--- src/rtl/uart_tx_ctrl.sv ---
// -----------------------------------------------------------------------------
// uart_tx_ctrl
// Framing controller for the UART transmitter. It accepts a parallel word from
// upstream, loads it into the serializer and sequences start, data, optional
// parity and stop bits onto the TX line. One bit is sent per clk (the
// baud-rate clock).
//
// Optional feature: define UART_TX_TWO_STOP_EN to add the stop2 input and a
// second stop bit (STOP2 state) selectable per frame.
//
// Ports:
//   clk         in   baud-rate clock, rising edge
//   rst         in   synchronous active-high reset
//   data_in     in   parallel word from upstream
//   data_valid  in   data_in valid; accepted only in IDLE or the last stop bit
//   par_en      in   1 = append parity bit (sampled at accept)
//   par_typ     in   0 = even, 1 = odd parity (sampled at accept)
//   stop2       in   1 = two stop bits (only with UART_TX_TWO_STOP_EN)
//   ser_data    in   current data bit from the serializer
//   ser_done    in   serializer last-data-bit flag
//   p_data      out  registered word presented to the serializer
//   ser_en      out  serializer load strobe (START only)
//   tx_out      out  UART TX line, idle high
//   busy        out  frame in progress
// -----------------------------------------------------------------------------
module uart_tx_ctrl #(
    parameter int DATA_WIDTH = 8
) (
    input  logic                  clk,
    input  logic                  rst,
    input  logic [DATA_WIDTH-1:0] data_in,
    input  logic                  data_valid,
    input  logic                  par_en,
    input  logic                  par_typ,
`ifdef UART_TX_TWO_STOP_EN
    input  logic                  stop2,
`endif
    input  logic                  ser_data,
    input  logic                  ser_done,
    output logic [DATA_WIDTH-1:0] p_data,
    output logic                  ser_en,
    output logic                  tx_out,
    output logic                  busy
);

`ifdef UART_TX_TWO_STOP_EN
    typedef enum logic [2:0] {
        ST_IDLE   = 3'd0,
        ST_START  = 3'd1,
        ST_DATA   = 3'd2,
        ST_PARITY = 3'd3,
        ST_STOP   = 3'd4,
        ST_STOP2  = 3'd5
    } state_t;
`else
    typedef enum logic [2:0] {
        ST_IDLE   = 3'd0,
        ST_START  = 3'd1,
        ST_DATA   = 3'd2,
        ST_PARITY = 3'd3,
        ST_STOP   = 3'd4
    } state_t;
`endif

    state_t                state_q, state_d;
    logic [DATA_WIDTH-1:0] p_data_q, p_data_d;
    logic                  par_q, par_d;
    logic                  par_en_q, par_en_d;
    logic                  par_typ_q, par_typ_d;
    logic                  accept_s;
`ifdef UART_TX_TWO_STOP_EN
    logic                  stop2_q, stop2_d;
`endif

    // Parity bit of a word: XOR of all bits, inverted for odd parity.
    function automatic logic parity_f(input logic [DATA_WIDTH-1:0] d,
                                      input logic                  odd);
        return (^d) ^ odd;
    endfunction

    // Accept window: IDLE or the final stop bit of the current frame.
    always_comb begin
        accept_s = 1'b0;
`ifdef UART_TX_TWO_STOP_EN
        if (state_q == ST_IDLE || state_q == ST_STOP2 ||
            (state_q == ST_STOP && !stop2_q)) begin
            accept_s = data_valid;
        end else begin
            accept_s = 1'b0;
        end
`else
        if (state_q == ST_IDLE || state_q == ST_STOP) begin
            accept_s = data_valid;
        end else begin
            accept_s = 1'b0;
        end
`endif
    end

    // Frame-attribute capture: word, parity and options are frozen at accept.
    always_comb begin
        p_data_d  = p_data_q;
        par_d     = par_q;
        par_en_d  = par_en_q;
        par_typ_d = par_typ_q;
`ifdef UART_TX_TWO_STOP_EN
        stop2_d   = stop2_q;
`endif
        if (accept_s) begin
            p_data_d  = data_in;
            par_d     = parity_f(data_in, par_typ);
            par_en_d  = par_en;
            par_typ_d = par_typ;
`ifdef UART_TX_TWO_STOP_EN
            stop2_d   = stop2;
`endif
        end else begin
            p_data_d  = p_data_q;
        end
    end

    // Next-state and line decode; tx_out is a pure mux so it has no latency.
    always_comb begin
        state_d = state_q;
        tx_out  = 1'b1;
        busy    = 1'b1;
        ser_en  = 1'b0;
        case (state_q)
            ST_IDLE: begin
                busy = 1'b0;
                if (accept_s) begin
                    state_d = ST_START;
                end else begin
                    state_d = ST_IDLE;
                end
            end
            ST_START: begin
                tx_out  = 1'b0;
                ser_en  = 1'b1;
                state_d = ST_DATA;
            end
            ST_DATA: begin
                tx_out = ser_data;
                if (ser_done) begin
                    state_d = par_en_q ? ST_PARITY : ST_STOP;
                end else begin
                    state_d = ST_DATA;
                end
            end
            ST_PARITY: begin
                tx_out  = par_q;
                state_d = ST_STOP;
            end
            ST_STOP: begin
`ifdef UART_TX_TWO_STOP_EN
                if (stop2_q) begin
                    state_d = ST_STOP2;
                end else if (accept_s) begin
                    state_d = ST_START;
                end else begin
                    state_d = ST_IDLE;
                end
`else
                if (accept_s) begin
                    state_d = ST_START;
                end else begin
                    state_d = ST_IDLE;
                end
`endif
            end
`ifdef UART_TX_TWO_STOP_EN
            ST_STOP2: begin
                if (accept_s) begin
                    state_d = ST_START;
                end else begin
                    state_d = ST_IDLE;
                end
            end
`endif
            default: begin
                busy    = 1'b0;
                state_d = ST_IDLE;
            end
        endcase
    end

    // State and frame-attribute registers with synchronous reset.
    always_ff @(posedge clk) begin
        if (rst) begin
            state_q   <= ST_IDLE;
            p_data_q  <= {DATA_WIDTH{1'b0}};
            par_q     <= 1'b0;
            par_en_q  <= 1'b0;
            par_typ_q <= 1'b0;
`ifdef UART_TX_TWO_STOP_EN
            stop2_q   <= 1'b0;
`endif
        end else begin
            state_q   <= state_d;
            p_data_q  <= p_data_d;
            par_q     <= par_d;
            par_en_q  <= par_en_d;
            par_typ_q <= par_typ_d;
`ifdef UART_TX_TWO_STOP_EN
            stop2_q   <= stop2_d;
`endif
        end
    end

    assign p_data = p_data_q;

endmodule

--- config.mk ---
export PLATFORM = sky130hd
export DESIGN_NAME = uart_tx_ctrl
export DESIGN_NICKNAME = d
export VERILOG_FILES = /design/src/rtl/uart_tx_ctrl.sv
export SDC_FILE = /design/constraint.sdc
export NUM_CORES = 1
export LEC_CHECK = 0
export ABC_AREA = 1
export CAP_MARGIN = 10
export CORE_MARGIN = 3
export CORE_UTILIZATION = 35
export DETAILED_ROUTE_END_ITERATION = 16
export GPL_TIMING_DRIVEN = 0
export MAX_ROUTING_LAYER = met4
export PLACE_DENSITY_LB_ADDON = 0.05
export SETUP_SLACK_MARGIN = 0.4
export SLEW_MARGIN = 25
export SYNTH_ARGS = -nofsm -noshare
export SYNTH_HDL_FRONTEND = slang
export SYNTH_SLANG_ARGS = --single-unit
--- constraint.sdc ---
create_clock -name clk -period 1.5 [get_ports clk]
set_input_delay 0.375 -clock clk [delete_from_list [all_inputs] [get_ports clk]]
set_output_delay 0.375 -clock clk [all_outputs]
set_load 0.05 [all_outputs]
==> results of run 1 <==
## cell type report
type / instances / area, um2
tap: 25 / 31.3
multi-input combinational: 64 / 449
fill: 155 / 458
clock buffer: 3 / 22.5
sequential: 13 / 284
clock inverter: 1 / 5.00
buffer: 1 / 15.0
timing repair buffer: 39 / 428
inverter: 15 / 71.3
## cells by family after synthesis
family	after synthesis	share of synthesized area, %
flip-flops	13	38.8
buffers and inverters	16	11.4
AO/OA/AOI/OAI	22	19.4
AND/OR/NAND/NOR	40	27.8
XOR/XNOR	2	2.61
## how the worst min path moves through the flow
| stage | start | to | slack, ns | cells past startpoint |
|---|---|---|---|---|
| 2_1_floorplan | rst | state_q[0] | 0.43 | 1 |
| 3_3_place_gp | par_en_q | par_en_q | 0.46 | 2 |
| 3_5_place_dp | par_en_q | state_q[0] | 0.47 | 2 |
| 4_1_cts | par_en_q | state_q[0] | 0.48 | 2 |
| 5_1_grt | data_in[0] | p_data[0] | 0.49 | 3 |
| 6_report | par_en_q | state_q[0] | 0.48 | 2 |
## cell usage in the layout, fill, tap and decap left out, types with 4 or more instances in the layout
master          n
buf_6           7
a21oi_2         5
buf_8          10
nand2_1        21
dfxtp_4         4
dlygate4sd2_1  11
inv_1          11
o21ai_2         6
nor2_1          6
buf_4           8
nand3_1         4
dfxtp_2         7
a21oi_1         5
## registers in the layout, indices dropped and copies added, names as in the netlist
signal and flops:
p_data 8, state_q 3, par_en_q 1, par_q 1
## power by group
group / switching, uW / internal (uW) / total (uW)
clock: 121 / 98.8 / 220
sequential: 37.3 / 378 / 415
combinational: 254 / 224 / 478
## critical path, stage by stage (launching register included)
cell,delay (ns)
dfxtp_4,0.38
nor3_4,0.20
a22oi_2,0.10
nand2_2,0.08
buf_8,0.14
## synth_stat cells (2+ instances only)
library cell  instances
nand3_1               4
nor2_1                8
inv_1                14
nor3_2                2
o21ai_0               9
a21oi_1               9
nand2_1              22
dfxtp_1              13
## stage by stage
step	TNS [ns]	std cells	util, %	worst slack [ns]
2_1_floorplan	0	93	-	0.197
3_3_place_gp	-1.36	143	56.8	-0.653
3_5_place_dp	-1.41	143	56.8	-0.665
4_1_cts	-0.128	159	69.6	-0.0670
5_1_grt	-0.225	161	74.0	-0.113
6_report	-0.0918	161	74.0	-0.0508
## metal layers
metal / up-vias / global-route usage, % / share of wire (%)
li1: 389 / - / -
met1: 324 / 15.0 / 36
met2: 16 / 30.4 / 58
met3: 4 / 5.74 / 5.0
met4: 0 / 4.15 / 0.76
met5: - / - / 0
## timing repair
action,CTS,global route
pin swaps,15,8
gates cloned,1,0
setup endpoints to repair,21,21
resized for setup,126,17
setup buffers,11,2
==> results.py, run 1 <==
metrics = {
    "timing": {
        "rsz0062_at_grt": "true",
        "finalHoldViolations": 0,
        "clock.fmax_mhz": 645,
        "slew_headroom_pct": 83.1,
        "period_minus_slack_ns": 1.55,
        "slew_viol_final": 0,
        "setup_slack_ns": -0.0508,
        "setup_viol": 2,
        "worst_hold_slack_ns": 0.482,
        "finClkSkew_ns": 0.0135,
        "period_share_pct": 103,
        "worstMarginPinSlew_ns": 0.253,
    },
    "floorplan": {
        "die_h_um": 49.8,
        "io_pins": 26,
        "core.rowCount": 15,
        "design.core.area_um2": 1760,
        "die_x_um": 49.8,
        "die_area_um2": 2480,
        "initial_core_util_pct": 38.0,
    },
    "synthesis": {
        "synth_async_sr_flop_share_pct": 0,
        "synth_cells": 93,
        "synthesis.nets": 108,
        "synth_area_leaders": "dfxtp_1, nand2_1, inv_1",
        "synth-seq-cells": 13,
        "ys_seq_area_share_pct": 38.8,
        "syn_area_per_cell_um2": 7.21,
        "ys_warn_count": 0,
        "ys_dominant_reg_cell": "dfxtp_1",
        "synth-edff-count": 0,
        "synth_top_cell_area_share_pct": 38.8,
        "synthesis.area_um2": 671,
        "ys_types": 20,
        "netlist.top_cell.by_area": "dfxtp_1",
    },
    "worst_hold_path": {
        "hp-class": "reg2reg",
    },
    "run": {
        "cap_viol_max_count": 0,
    },
    "clocking": {
        "clock_path_buffers": 2,
        "clock_sinks": 13,
        "cts-root-buf": "clkbuf_4",
        "cts_tree": "yes",
        "clk_pin_slew_ns": 0.08,
        "hold_buffers": 0,
        "clkLatencyLatePin_ns": 0.28,
        "cts-buffers-inserted": 3,
        "htree_levels": 1,
    },
    "place": {
        "place.gp.congestion": 0.711,
        "portBuffers": 25,
        "dpl-instance-area_um2": 1000,
        "hpwl_um": 1130,
    },
    "routing": {
        "num_vias": 733,
        "wl_per_cell_um": 11.4,
        "ant_nets": 0,
        "drt_iter0_drc": 3,
        "dr.pass1.iters": 3,
        "postRouteWirelength_um": 1840,
        "viasPerCell": 4.55,
        "drc": 0,
    },
    "finish": {
        "fin_area_um2": 1310,
        "antenna_cells": 0,
        "drive_gt1_share_pct": 51.5,
        "area_delta_synth_final_pct": 94.8,
        "nNetsFinal": 152,
    },
    "worst_setup_path": {
        "worst-r2r-setup-slack_ns": 0.34,
        "cp.arrival_ns": 1.18,
        "cp-startpoint": "state_q[2]",
        "r2r_cells": 6,
        "worstSetupStartpointType": "register",
        "r2r-start": "state_q[0]",
        "path_class": "reg2out",
        "worstSetupEndpointType": "primary output",
        "required_ns": 1.12,
        "cp-endpoint": "tx_out",
        "timing.rr.end": "p_data[3]",
        "cp_max_fo": 5,
    },
    "run_status": {
        "violations": "setup timing",
        "status": "finished with violations",
    },
    "global_routing": {
        "grt_pass1_wl_um": 2910,
        "grt_usage_pct": 16.0,
        "gr-total-overflow": 0,
        "antenna_found_initial": 0,
        "grt_pass1_vias": 705,
        "grt_max_degree": 11,
    },
    "power": {
        "power_density_nw_per_um2": 852,
        "vdd_drop_max_uv": 623,
        "leakagePower_uw": 0.000604,
        "power_uw": 1110,
    },
}
Note: power is estimated with default switching activity, not from simulation.
==> inputs of run 2 (changes only) <==
CORE_UTILIZATION = 45   (was 35)
clock period = 2 ns   (was 1.5 ns; I/O delays follow)
==> run 2 against run 1 <==
Against the previous run: the flow now finishes without violations; largest power group is now sequential cells; global-route usage rose by 3.0 points; die area is 20% lower; flip-flop and latch count did not move; clock skew is 0.010 ns lower; via count decreased by 2.7%; non-clock buffer count down 6; register-to-register slack improved by 0.39 ns; core utilization grew 5.3 points; sequential share of layout area increased by 3.6 points.
==> results.py, run 2 (synthesized netlist as in run 1, its figures left out) <==
metrics = {
    "routing": {
        "viasPerCell": 4.92,
        "drc": 0,
        "postRouteWirelength_um": 1790,
        "drt_iter0_drc": 5,
        "wl_per_cell_um": 12.3,
        "ant_nets": 0,
        "num_vias": 713,
        "dr.pass1.iters": 4,
    },
    "timing": {
        "period_minus_slack_ns": 1.76,
        "finClkSkew_ns": 0.00301,
        "setup_tns_ns": 0,
        "period_share_pct": 87.9,
        "rsz0062_at_grt": "true",
        "worst_hold_slack_ns": 0.477,
        "slew_headroom_pct": 81.2,
        "worstMarginPinSlew_ns": 0.284,
        "finalHoldViolations": 0,
        "slew_viol_final": 0,
        "setup_slack_ns": 0.242,
        "clock.fmax_mhz": 569,
        "setup_viol": 0,
    },
    "worst_setup_path": {
        "path_cells": "nor3_4 > a22oi_1 > nand2_1 > buf_6",
        "cp_slowest_cell": "dfxtp_4",
        "cp.arrival_ns": 1.26,
        "cp_max_fo": 6,
        "crit_buf_inv": 1,
        "worstSetupEndpointType": "primary output",
        "cpLargestDelayFamily": "flip-flops",
        "worstSetupStartpointType": "register",
        "critPathMaxStageDelay_ns": 0.38,
        "path_class": "reg2out",
        "required_ns": 1.50,
    },
    "clocking": {
        "clk_pin_slew_ns": 0.07,
        "clock_sinks": 13,
        "clkLatencyLatePin_ns": 0.27,
        "cts-root-buf": "clkbuf_4",
        "cts-buffers-inserted": 3,
        "clock_path_buffers": 2,
        "cts_tree": "yes",
        "htree_levels": 1,
    },
    "finish": {
        "final_cell_mix": "nand2_1, clkdlybuf4s50_1, inv_1, dfxtp_1",
        "postLayoutCoreUtil_pct": 79.3,
        "layout_commonest_cell": "nand2_1",
        "antenna_cells": 0,
        "area_delta_synth_final_pct": 59.7,
        "nNetsFinal": 146,
        "drive_gt1_share_pct": 30.0,
        "largest_reg_flops": 8,
        "layoutNonFillerInstCount": 145,
    },
    "power": {
        "p_comb_share_pct": 37.5,
        "leakagePower_uw": 0.000505,
        "swShare_pct": 36.0,
        "vdd_drop_max_uv": 597,
        "power_density_nw_per_um2": 679,
        "p_sw_uw": 262,
        "p_clk_share_pct": 21.7,
        "seqPwrFrac_pct": 40.8,
        "p_int_uw": 465,
    },
    "floorplan": {
        "die_area_um2": 1990,
        "die_h_um": 44.6,
        "io_pins": 26,
        "initial_core_util_pct": 49.7,
        "design.core.area_um2": 1350,
        "die_x_um": 44.6,
        "core.rowCount": 13,
    },
    "global_routing": {
        "grt_usage_pct": 19.0,
        "grt_pass1_vias": 674,
        "antenna_found_initial": 0,
        "grt_pass1_wl_um": 2730,
        "gr-total-overflow": 0,
        "grt_max_degree": 11,
    },
    "run": {
        "cap_viol_max_count": 0,
    },
    "run_status": {
        "status": "complete, no violations",
    },
    "place": {
        "hpwl_um": 1180,
        "portBuffers": 25,
        "place.gp.congestion": 0.719,
        "placed_cells": 133,
        "dp_slack_ns": -0.402,
    },
    "worst_hold_path": {
        "hp-class": "reg2reg",
    },
}
[run 2: cell types whose count changed in the layout (fill, tap and decap cells not counted), sizes merged]
| cell | delta |
|---|---|
| buf | -14 |
| clkdlybuf4s50 | +10 |
| dlygate4sd2 | -10 |
| clkdlybuf4s15 | +8 |
| clkbuf | +1 |
| inv | -1 |
[run 2: final timing paths]
kind / cells past startpoint / from / to / slack [ns]
worst max-delay path: 4 / state_q[2] / tx_out / 0.24
worst min-delay path: 2 / par_en_q / state_q[0] / 0.48
worst max register to register: 8 / state_q[1] / state_q[1] / 0.73
worst min register to register: 2 / par_en_q / state_q[0] / 0.48
[run 2: layout make-up]
type,instances,area (um2)
Tap cell,15,18.8
Timing Repair Buffer,33,323
Sequential cell,13,272
Multi-Input combinational cell,64,353
Buffer,1,15.0
Clock buffer,4,26.3
Inverter,15,63.8
Fill cell,104,279
[run 2: routing by layer]
layer / wire, um / GRT usage, % / up-vias
li1: - / - / 369
met1: 758 / 22.5 / 319
met2: 915 / 31.8 / 23
met3: 103 / 6.50 / 2
met4: 9 / 1.81 / 0
met5: 0 / - / -
[run 2: timing repair]
item                       4_1_cts  5_1_grt
hold endpoints to repair         0        0
hold buffers                     0        0
setup endpoints to repair       11        3
setup buffers                    6        2
resized for setup               54        3
pin swaps                        6        2
[run 2: power groups by stage]
| stage | combinational, uW | sequential, uW | clock (uW) |
|---|---|---|---|
| 2_1_floorplan | 112 | 353 | 0 |
| 3_3_place_gp | 250 | 301 | 0 |
| 3_5_place_dp | 255 | 302 | 0 |
| 4_1_cts | 267 | 298 | 163 |
| 5_1_grt | 291 | 299 | 175 |
| 6_report | 273 | 297 | 158 |
[run 2: metrics by stage]
stage                     total power [uW]  instance area (um2)
after floorplan                        465                  678
after global placement                 551                  947
after detailed placement               557                  947
after CTS                              728                 1050
after global routing                   765                 1070
final                                  728                 1070
[run 2: worst register-to-register path, cell delays in order (launching register included)]
cell and delay (ns):
dfxtp_4 0.37, inv_4 0.08, nor3_4 0.04, buf_4 0.13, buf_4 0.12, buf_4 0.12
buf_4 0.13, a21oi_1 0.12, nor2_1 0.05
==> inputs of run 3 (changes only) <==
ABC_AREA = default   (was 1)
CORE_UTILIZATION = 35   (was 45)
PLACE_DENSITY_LB_ADDON = 0.2   (was 0.05)
==> run 3 against run 2 <==
Against the previous run: cell count shrank 17%; synthesized area shrank 12%; global-route usage shrank 4.8 points; clock power grew 3%; sequential share of layout area grew 2.4 points; flip-flop and latch count is the same; routed wire length shrank 21%; non-clock buffer count shrank 3.
==> results.py, run 3 <==
metrics = {
    "synthesis": {
        "ys_dominant_reg_cell": "dfxtp_1",
        "synth_async_sr_flop_share_pct": 0,
        "synthAdderAreaFrac_pct": 0,
        "netlist.top_cell.by_area": "dfxtp_1",
        "synth_compound_gate_area_share_pct": 13.3,
        "ys_types": 21,
        "synth_top_family_by_area": "simple AND/OR/NAND/NOR gates",
        "synthesis.area_um2": 593,
        "yosysMostFrequentCell": "nand2_1",
        "synth-seq-cells": 13,
        "synth_top_cell_area_share_pct": 43.9,
        "ys_seq_area_share_pct": 43.9,
        "ys_warn_count": 0,
        "synthMuxAreaShare_pct": 0,
        "synth-simple-area-share_pct": 26.6,
        "synth-edff-count": 0,
        "syn_area_per_cell_um2": 8.12,
        "synth_cells": 73,
        "synthesis.nets": 88,
        "synth_xor_xnor_area_share_pct": 12.7,
        "synth_area_leaders": "dfxtp_1, nand2_1, a21oi_1",
        "synth_common_cells": "nand2_1, dfxtp_1, a21oi_1",
    },
    "worst_setup_path": {
        "worstSetupStartpointType": "register",
        "worstSetupEndpointType": "primary output",
        "r2r_cells": 4,
        "r2r-start": "state_q[0]",
        "cp.arrival_ns": 1.28,
        "path_class": "reg2out",
        "timing.rr.end": "par_q",
        "cp_max_fo": 6,
        "worst-r2r-setup-slack_ns": 0.77,
        "required_ns": 1.50,
    },
    "routing": {
        "wl_per_cell_um": 11.7,
        "drc": 0,
        "viasPerCell": 4.93,
        "drt_iter0_drc": 12,
        "ant_nets": 0,
        "dr.pass1.iters": 4,
        "num_vias": 597,
        "postRouteWirelength_um": 1410,
    },
    "timing": {
        "period_share_pct": 89.1,
        "setup_viol": 0,
        "period_minus_slack_ns": 1.78,
        "rsz0062_at_grt": "true",
        "finClkSkew_ns": 0.00248,
        "worst_hold_slack_ns": 0.454,
        "slew_viol_final": 0,
        "clock.fmax_mhz": 561,
        "slew_headroom_pct": 70.6,
        "finalHoldViolations": 0,
        "worstMarginPinSlew_ns": 0.440,
    },
    "clocking": {
        "cts-root-buf": "clkbuf_4",
        "clock_sinks": 13,
        "clk_pin_slew_ns": 0.08,
        "htree_levels": 1,
        "clkLatencyLatePin_ns": 0.27,
        "hold_buffers": 0,
        "clock_path_buffers": 2,
        "cts_tree": "yes",
        "cts-buffers-inserted": 3,
    },
    "floorplan": {
        "die_h_um": 47.2,
        "die_area_um2": 2220,
        "die_x_um": 47.2,
        "io_pins": 26,
        "core.rowCount": 14,
        "initial_core_util_pct": 38.0,
        "design.core.area_um2": 1560,
    },
    "finish": {
        "nNetsFinal": 121,
        "largest_reg_flops": 8,
        "layout_commonest_cell": "nand2_1",
        "final-seq-area_um2": 268,
        "final_cell_mix": "nand2_1, clkdlybuf4s50_1, dfxtp_1, a21oi_1, clkdlybuf4s15_2",
        "fill_cells": 155,
        "area_delta_synth_final_pct": 62.9,
        "multi_input_area_um2": 347,
        "drive_gt1_share_pct": 27.6,
        "layoutNonFillerInstCount": 121,
        "antenna_cells": 0,
    },
    "power": {
        "power_density_nw_per_um2": 694,
        "vdd_drop_max_uv": 382,
        "leakagePower_uw": 0.000383,
    },
    "place": {
        "placed_cells": 114,
        "portBuffers": 25,
        "place.gp.congestion": 0.683,
        "hpwl_um": 1020,
    },
    "run_status": {
        "status": "complete, no violations",
    },
    "global_routing": {
        "grt_usage_pct": 14.1,
        "gr-total-overflow": 0,
        "grt_max_degree": 11,
        "grt_pass1_vias": 547,
        "antenna_found_initial": 0,
        "grt_pass1_wl_um": 2150,
    },
    "worst_hold_path": {
        "hp-class": "reg2reg",
        "hold_path_end": "p_data[6]",
        "hold_depth": 2,
        "worstHoldStart": "p_data[6]",
    },
    "run": {
        "cap_viol_max_count": 0,
    },
}
-- run 3: how the worst max path moves through the flow --
stage | depth (start not counted) | startpoint | end
floorplan | 3 | ser_data | tx_out
global placement | 5 | ser_data | tx_out
detailed placement | 5 | ser_data | tx_out
CTS | 4 | state_q[0] | tx_out
global route | 4 | state_q[0] | tx_out
finish | 4 | state_q[0] | tx_out
-- run 3: what timing repair did --
item                                    4_1_cts  5_1_grt
resized for setup                            56        7
pin swaps                                     3        0
endpoints found under the setup margin       12       13
setup buffers                                 2        1
-- run 3: cells by family after synthesis --
family	count (synthesis)
compound gates	14
simple gates	34
xor+xnor	7
flops	13
buf+inv	5
-- run 3: worst max-delay path: stages, from the launching register on --
cell     delay [ns]
dfxtp_4        0.37
nor3_4         0.19
a21oi_2        0.05
or2_4          0.25
buf_8          0.15
-- run 3: area by class of cell --
type                    instances  area share [%]
well taps                      16            2.07
inverters                       2            1.04
multi-input cells              55            35.9
plain buffers                   3            1.68
clock buffers                   4            2.72
repair buffers                 28            28.9
flip-flops and latches         13            27.7
-- run 3: metal layers --
metal | global-route usage (%) | part of all wire [%] | vias to the layer above
met5 | - | 0 | -
met4 | 6.63 | 1.6 | 0
met3 | 2.30 | 5.0 | 4
met2 | 21.4 | 45 | 19
met1 | 18.2 | 48 | 269
li1 | - | - | 305
-- run 3: per-stage QoR --
| stage | power [uW] | TNS (ns) | setup WS [ns] | cell area, um2 | utilization [%] |
|---|---|---|---|---|---|
| final | 670 | 0 | 0.219 | 966 | 62.0 |
| after global routing | 702 | 0 | 0.184 | 966 | 62.0 |
| after floorplan | 424 | 0 | 0.440 | 603 | - |
| after CTS | 668 | 0 | 0.245 | 932 | 59.8 |
| after detailed placement | 503 | -0.572 | -0.552 | 873 | 56.0 |
| after global placement | 499 | -0.540 | -0.537 | 873 | 56.0 |
-- run 3: where the power goes --
part	internal [uW]	leakage [uW]	switching [uW]	total, uW
clock	77.3	0.0000150	85.8	163
combinational	97.1	0.000260	120	217
sequential	276	0.000108	13.2	290
